===== src/rtl/mux8_arb_pkg.sv =====
// Shared constants, FSM state type and helpers for the 8-way round-robin arbiter.
package mux8_arb_pkg;

   localparam int N_REQ = 8;
   localparam int PTR_W = 3;

   typedef enum logic {
      IDLE = 1'b0,
      LOCK = 1'b1
   } arb_state_e;

   function automatic logic [PTR_W-1:0] onehot_to_idx(input logic [N_REQ-1:0] oh);
      logic [PTR_W-1:0] idx;
      idx = '0;
      for (int i = 0; i < N_REQ; i++) begin
         if (oh[i]) idx = idx | PTR_W'(i);
      end
      return idx;
   endfunction

endpackage


===== src/rtl/rr_pick8.sv =====
// Combinational round-robin picker: first set req bit in order ptr+1 .. ptr+8 (mod 8).
module rr_pick8
   import mux8_arb_pkg::*;
(
   input  logic [N_REQ-1:0] req,
   input  logic [PTR_W-1:0] ptr,
   output logic             any,
   output logic [PTR_W-1:0] idx,
   output logic [N_REQ-1:0] onehot
);

   logic [N_REQ-1:0] w_rot;
   logic [N_REQ-1:0] w_rot_oh;

   // Rotate so bit 0 is the highest-priority requester, isolate the lowest set bit, rotate back.
   generate
      for (genvar gi = 0; gi < N_REQ; gi++) begin : g_rot
         assign w_rot[gi]  = req[ptr + PTR_W'(gi + 1)];
         assign onehot[gi] = w_rot_oh[PTR_W'(gi) - ptr - PTR_W'(1)];
      end
   endgenerate

   assign w_rot_oh = w_rot & (~w_rot + N_REQ'(1));
   assign any      = |req;
   assign idx      = onehot_to_idx(onehot);

endmodule


===== src/rtl/mux8_rr_arbiter.sv =====
// Round-robin packet arbiter driving the one-hot select of an 8-way AND-OR mux.
// Optional stall timeout with forced release when ARB_TIMEOUT_EN is defined.
module mux8_rr_arbiter
   import mux8_arb_pkg::*;
#(
   parameter int DW = 32
`ifdef ARB_TIMEOUT_EN
   ,
   parameter int TIMEOUT = 255
`endif
)
(
   input  logic                clk,
   input  logic                nreset,
   input  logic [N_REQ-1:0]    in_valid,
   input  logic [N_REQ-1:0]    in_last,
   input  logic [N_REQ*DW-1:0] in_data,
   output logic [N_REQ-1:0]    in_ready,
   output logic                out_valid,
   output logic                out_last,
   output logic [DW-1:0]       out_data,
   input  logic                out_ready,
   output logic [N_REQ-1:0]    grant,
   output logic                busy
`ifdef ARB_TIMEOUT_EN
   ,
   output logic                timeout_err
`endif
);

   arb_state_e       r_state, w_state_next;
   logic [N_REQ-1:0] r_grant, w_grant_next;
   logic [PTR_W-1:0] r_ptr, w_ptr_next;

   logic             w_pick_any;
   logic [PTR_W-1:0] w_pick_idx;
   logic [N_REQ-1:0] w_pick_onehot;

   logic             w_out_valid;
   logic             w_out_last;
   logic             w_xfer;
   logic             w_release;
   logic             w_timeout_hit;
   logic             w_arb;

   logic [DW-1:0]    w_data_terms [N_REQ];
   logic [DW-1:0]    w_data_mux;

   rr_pick8 u_pick (
      .req    (in_valid),
      .ptr    (r_ptr),
      .any    (w_pick_any),
      .idx    (w_pick_idx),
      .onehot (w_pick_onehot)
   );

   // AND-OR select mux driven directly by the registered grant.
   generate
      for (genvar gi = 0; gi < N_REQ; gi++) begin : g_mux
         assign w_data_terms[gi] = in_data[gi*DW +: DW] & {DW{r_grant[gi]}};
      end
   endgenerate

   always_comb begin
      w_data_mux = '0;
      for (int i = 0; i < N_REQ; i++) begin
         w_data_mux = w_data_mux | w_data_terms[i];
      end
   end

   assign w_out_valid = |(r_grant & in_valid);
   assign w_out_last  = |(r_grant & in_last);
   assign w_xfer      = w_out_valid & out_ready;
   assign w_release   = (r_state == LOCK) & w_xfer & w_out_last;
   assign w_arb       = (r_state == IDLE) | w_release | w_timeout_hit;

`ifdef ARB_TIMEOUT_EN
   localparam int CNT_W = ($clog2(TIMEOUT + 1) > 8) ? $clog2(TIMEOUT + 1) : 8;

   logic [CNT_W-1:0] r_stall_cnt;
   logic             r_timeout_err;

   // The stall that would bring the count to TIMEOUT is the one that forces release.
   assign w_timeout_hit = (r_state == LOCK) & ~w_xfer & (r_stall_cnt == CNT_W'(TIMEOUT - 1));

   always_ff @(posedge clk or negedge nreset) begin
      if (!nreset) begin
         r_stall_cnt   <= '0;
         r_timeout_err <= 1'b0;
      end else begin
         r_timeout_err <= w_timeout_hit;
         if (w_arb || w_xfer) begin
            r_stall_cnt <= '0;
         end else if (r_state == LOCK) begin
            r_stall_cnt <= r_stall_cnt + CNT_W'(1);
         end
      end
   end

   assign timeout_err = r_timeout_err;
`else
   assign w_timeout_hit = 1'b0;
`endif

   always_ff @(posedge clk or negedge nreset) begin
      if (!nreset) begin
         r_state <= IDLE;
         r_grant <= '0;
         r_ptr   <= PTR_W'(N_REQ - 1);
      end else begin
         r_state <= w_state_next;
         r_grant <= w_grant_next;
         r_ptr   <= w_ptr_next;
      end
   end

   always_comb begin
      w_state_next = r_state;
      w_grant_next = r_grant;
      w_ptr_next   = r_ptr;
      if (w_arb) begin
         if (w_pick_any) begin
            w_state_next = LOCK;
            w_grant_next = w_pick_onehot;
            w_ptr_next   = w_pick_idx;
         end else begin
            w_state_next = IDLE;
            w_grant_next = '0;
         end
      end
   end

   always_comb begin
      grant     = r_grant;
      busy      = (r_state == LOCK);
      out_valid = w_out_valid;
      out_last  = w_out_last;
      out_data  = w_data_mux;
      in_ready  = r_grant & {N_REQ{out_ready}};
   end

   a_grant_onehot0 : assert property (@(posedge clk) disable iff (!nreset) $onehot0(r_grant));

endmodule


===== config.mk =====
export PLATFORM = sky130hd
export DESIGN_NAME = mux8_rr_arbiter
export DESIGN_NICKNAME = d
export VERILOG_FILES = /design/src/rtl/mux8_arb_pkg.sv /design/src/rtl/rr_pick8.sv /design/src/rtl/mux8_rr_arbiter.sv
export SDC_FILE = /design/constraint.sdc
export NUM_CORES = 1
export LEC_CHECK = 0
export ABC_AREA = 1
export BUFFER_PORTS_ARGS = -buffer_cell sky130_fd_sc_hd__buf_2
export CELL_PAD_IN_SITES_DETAIL_PLACEMENT = 0
export CELL_PAD_IN_SITES_GLOBAL_PLACEMENT = 1
export CORE_AREA = 2 2 127 129
export CTS_CLUSTER_DIAMETER = 200
export DETAILED_ROUTE_END_ITERATION = 8
export DIE_AREA = 0 0 129 131
export GPL_ROUTABILITY_DRIVEN = 1
export PLACE_DENSITY = 0.76
export RECOVER_POWER = 25
export SYNTH_ARGS = -nofsm -noshare
export SYNTH_HDL_FRONTEND = slang
export SYNTH_SLANG_ARGS = --single-unit

===== constraint.sdc =====
create_clock -name clk -period 3.2 [get_ports clk]
set_input_delay 0.48 -clock clk [delete_from_list [all_inputs] [get_ports clk]]
set_output_delay 0.48 -clock clk [all_outputs]
set_load 0.05 [all_outputs]

==> results.md <==
- GRT busiest layer: met2
- CTS sink cnt: 12
- Mapped Area: 0.00288 sq mm
- Pwr/cell area: between 1000 and 1500 mW/mm^2
- R2R Path End: r_ptr[2]
- P_int: about 1700 uW
- Reg2reg setup slack: 0.54 ns
- DR vias/cell: roughly 4.8
- Skew-Pair Late Insertion Delay: 0.24 ns
- VDD IR-drop max: just over 600 uV
- Post-Route Setup TNS: 0 ns
- Critical path startpoint category: flop
- Synth unique cells: 27
- Slew headroom: a little under three fifths
- Nets@finish: approximately 1,100
- Lkg Pwr: ~0.0027 uW
- Crit path capture type: flop
- # rows: 46
- Share of power burned in registers: under 10%
- Clock Skews: approximately 0.0011 ns
- Die Height: about 130 um
- CP max FO: 9
- H-tree Lvls: 1
- Total CTS buffers: 3
- Via Count: ~5,100
- GR Util All Layers: ~22%
- Clock network fraction of total power: about 4.6%
- Synthesized net count: 830
- Synth warn: 0
- Switching share of power: around two thirds
- Clk buf depth: 2
- Setup violators final: 0
- NetSw: between 3000 and 4000 uW
- Hold Buf Count CTS: 0
- Met3 Track Usage GR: roughly 7.7%
- Met2 Track Usage GR: roughly a third
- Status: finished clean
- CTS tree: built
- Wire length of the first global-routing pass: around 28,000 um
- Fin crit share: a little over four fifths
- Worst Reg2Reg Path Length in Cells: 17
- Total gr overflow: 0
- Arr. time, crit path: between 2 and 3 ns
- Max Fclk: 375 MHz
- Max Slew Vio Count: 0
- Die area: approximately 0.017 sq mm
- Vias in the first global route: roughly 4,600
- Antenna violations before repair: 3
- CTS resizes: 0
- Die W: ~130 um
- Residual DRC count: 0
- Tmin final: ~2.7 ns
- Cells after Synth: about 550
- R2R Path Start: r_ptr[1]
- Met1 GRT Util: between 20% and 30%
- Post-CTS Setup Bufs: 0
- Final GP Congestion: approximately 0.88
- Largest net degree at the start of global routing: 37
- Share of cells above drive strength 1: roughly two fifths
- Max cap viols: 0
- Main synth FF type: dfrtp_1
- Seq cells post-synth: 12
- Port Buffers: ~330
- Clk slew on worst S/H paths: roughly 0.040 ns
- Register area share after synthesis: about a tenth
- I/O pins: between 300 and 400
- Final WL: about 20,000 um
- Avg WL per Cell: 18.8 um
- Fin. Hold Viols: 0
- Hpwl dp: 16,900 um
- DRT iter0 DRCs: between 300 and 400
- Mean Syn Cell Area: 5.22 sq um
- DR pass1 iterations: 5
- Core box area: 0.0156 sq mm
- RSZ-0062 raised after global routing: false
- CTS root buf: clkbuf_16
- Combinational power share: 88.8%
- Number of flops mapped to enable cells by yosys: 0
- Area growth syn-to-layout: 68.4%
- Worst path required time: about 3.4 ns
- Synth async-reset ratio: 100%
- Worst Hold Class: input pin to async pin
- Slew @ Worst Pin: ~0.66 ns
- Final Util: between 30% and 40%
- Critical path class: flop to flop
- Antenna-violating nets left: 0
- Initial core utilization: a little under a fifth
## how the worst max path moves through the flow
stage,endpoint,start,cells past startpoint
2_1_floorplan,r_ptr[1],r_ptr[0],20
3_3_place_gp,r_ptr[2],r_ptr[1],17
3_5_place_dp,r_ptr[2],r_ptr[1],17
4_1_cts,r_ptr[2],r_ptr[1],17
5_1_grt,r_ptr[2],r_ptr[1],15
6_report,r_ptr[2],r_ptr[1],17
## routing by layer
metal / wire length (um) / up-vias
li1: - / 2501
met1: 8470 / 2360
met2: 9320 / 257
met3: 2340 / 9
met4: 109 / 0
met5: 0 / -
## placed cells by master, fill, tap and decap left out, types with 3 or more instances in the layout
master and count:
dfrtp_1 8, nor2_1 15, o21ai_1 3, nand4_1 25, dfstp_2 3, a21oi_1 11, nand2_1 279, diode_2 3
a22o_1 14, clkbuf_16 3, buf_12 3, inv_2 3, o21ai_0 4, inv_1 21, nand3_1 74, nand2_2 4
clkbuf_1 6, buf_4 14, buf_2 319, a221oi_1 38
## state kept, by name, indices dropped and copies added, names as in the netlist
signal / count
busy: 1
grant: 8
r_ptr: 3
## Yosys cell counts (2+ instances only)
library cell | number | area share (%)
nand2_1 | 279 | 36
buf_4 | 2 | 0.52
buf_1 | 4 | 0.52
o21ai_0 | 4 | 0.69
o21ai_1 | 3 | 0.52
buf_2 | 11 | 1.9
nand2_2 | 4 | 0.87
xnor2_2 | 2 | 1.1
a221oi_1 | 38 | 12
nand4_1 | 25 | 5.4
inv_2 | 3 | 0.39
a21oi_1 | 11 | 1.9
nor2_1 | 15 | 2.0
dfstp_2 | 3 | 2.7
nand3_1 | 74 | 13
clkbuf_1 | 22 | 2.9
inv_1 | 21 | 2.7
ha_1 | 2 | 0.87
dfrtp_1 | 9 | 7.8
a22o_1 | 14 | 4.3
## cell type report
type,count,area (sq um)
diodes,3,7.51
fillers,1814,10700
multi-input cells,477,2310
well taps,216,270
flip-flops and latches,12,305
clock buffers,4,88.8
repair buffers,342,1780
inverters,24,90.1
## cell families after synthesis
| group | synth area share (%) |
|---|---|
| AOI/OAI and AO/OA | 18.9 |
| xor gates and xnor gates | 1.69 |
| adders and majority gates | 0.868 |
| buffers and inverters | 9.33 |
| DFF | 10.5 |
| and+or+nand+nor | 58.7 |
## power by group through the flow
stage / registers [uW] / logic (uW) / clock network (uW)
floorplan: 392 / 3260 / 0
global placement: 362 / 4830 / 0
detailed placement: 361 / 4800 / 0
CTS: 359 / 4820 / 254
global route: 365 / 5220 / 262
finish: 354 / 4810 / 251
## per-stage QoR
step           setup slack (ns)  instance area, sq um  std cells  power [uW]  hold slack [ns]
6_report                  0.536                  4860       1078        5410            0.249
3_3_place_gp              0.603                  4770       1071        5200            0.374
3_5_place_dp              0.597                  4770       1071        5160            0.369
5_1_grt                   0.257                  4850       1077        5850            0.281
2_1_floorplan             0.591                  2880        553        3650            0.184
4_1_cts                   0.577                  4860       1075        5440            0.118
## critical path: stages (launching register included)
cell	delay [ns]
dfstp_2	0.53
inv_2	0.08
ha_1	0.41
inv_1	0.26
nand3_1	0.12
nand2_1	0.09
nand2_1	0.08
nand2_2	0.12
nand3_1	0.12
nor2_2	0.15
nand3_1	0.09
nand2_1	0.10
nand2_1	0.06
nand2_1	0.08
nand2_1	0.05
nand2_1	0.09
nor2_1	0.04
a21oi_1	0.13
Note: power is estimated with default switching activity, not from simulation.
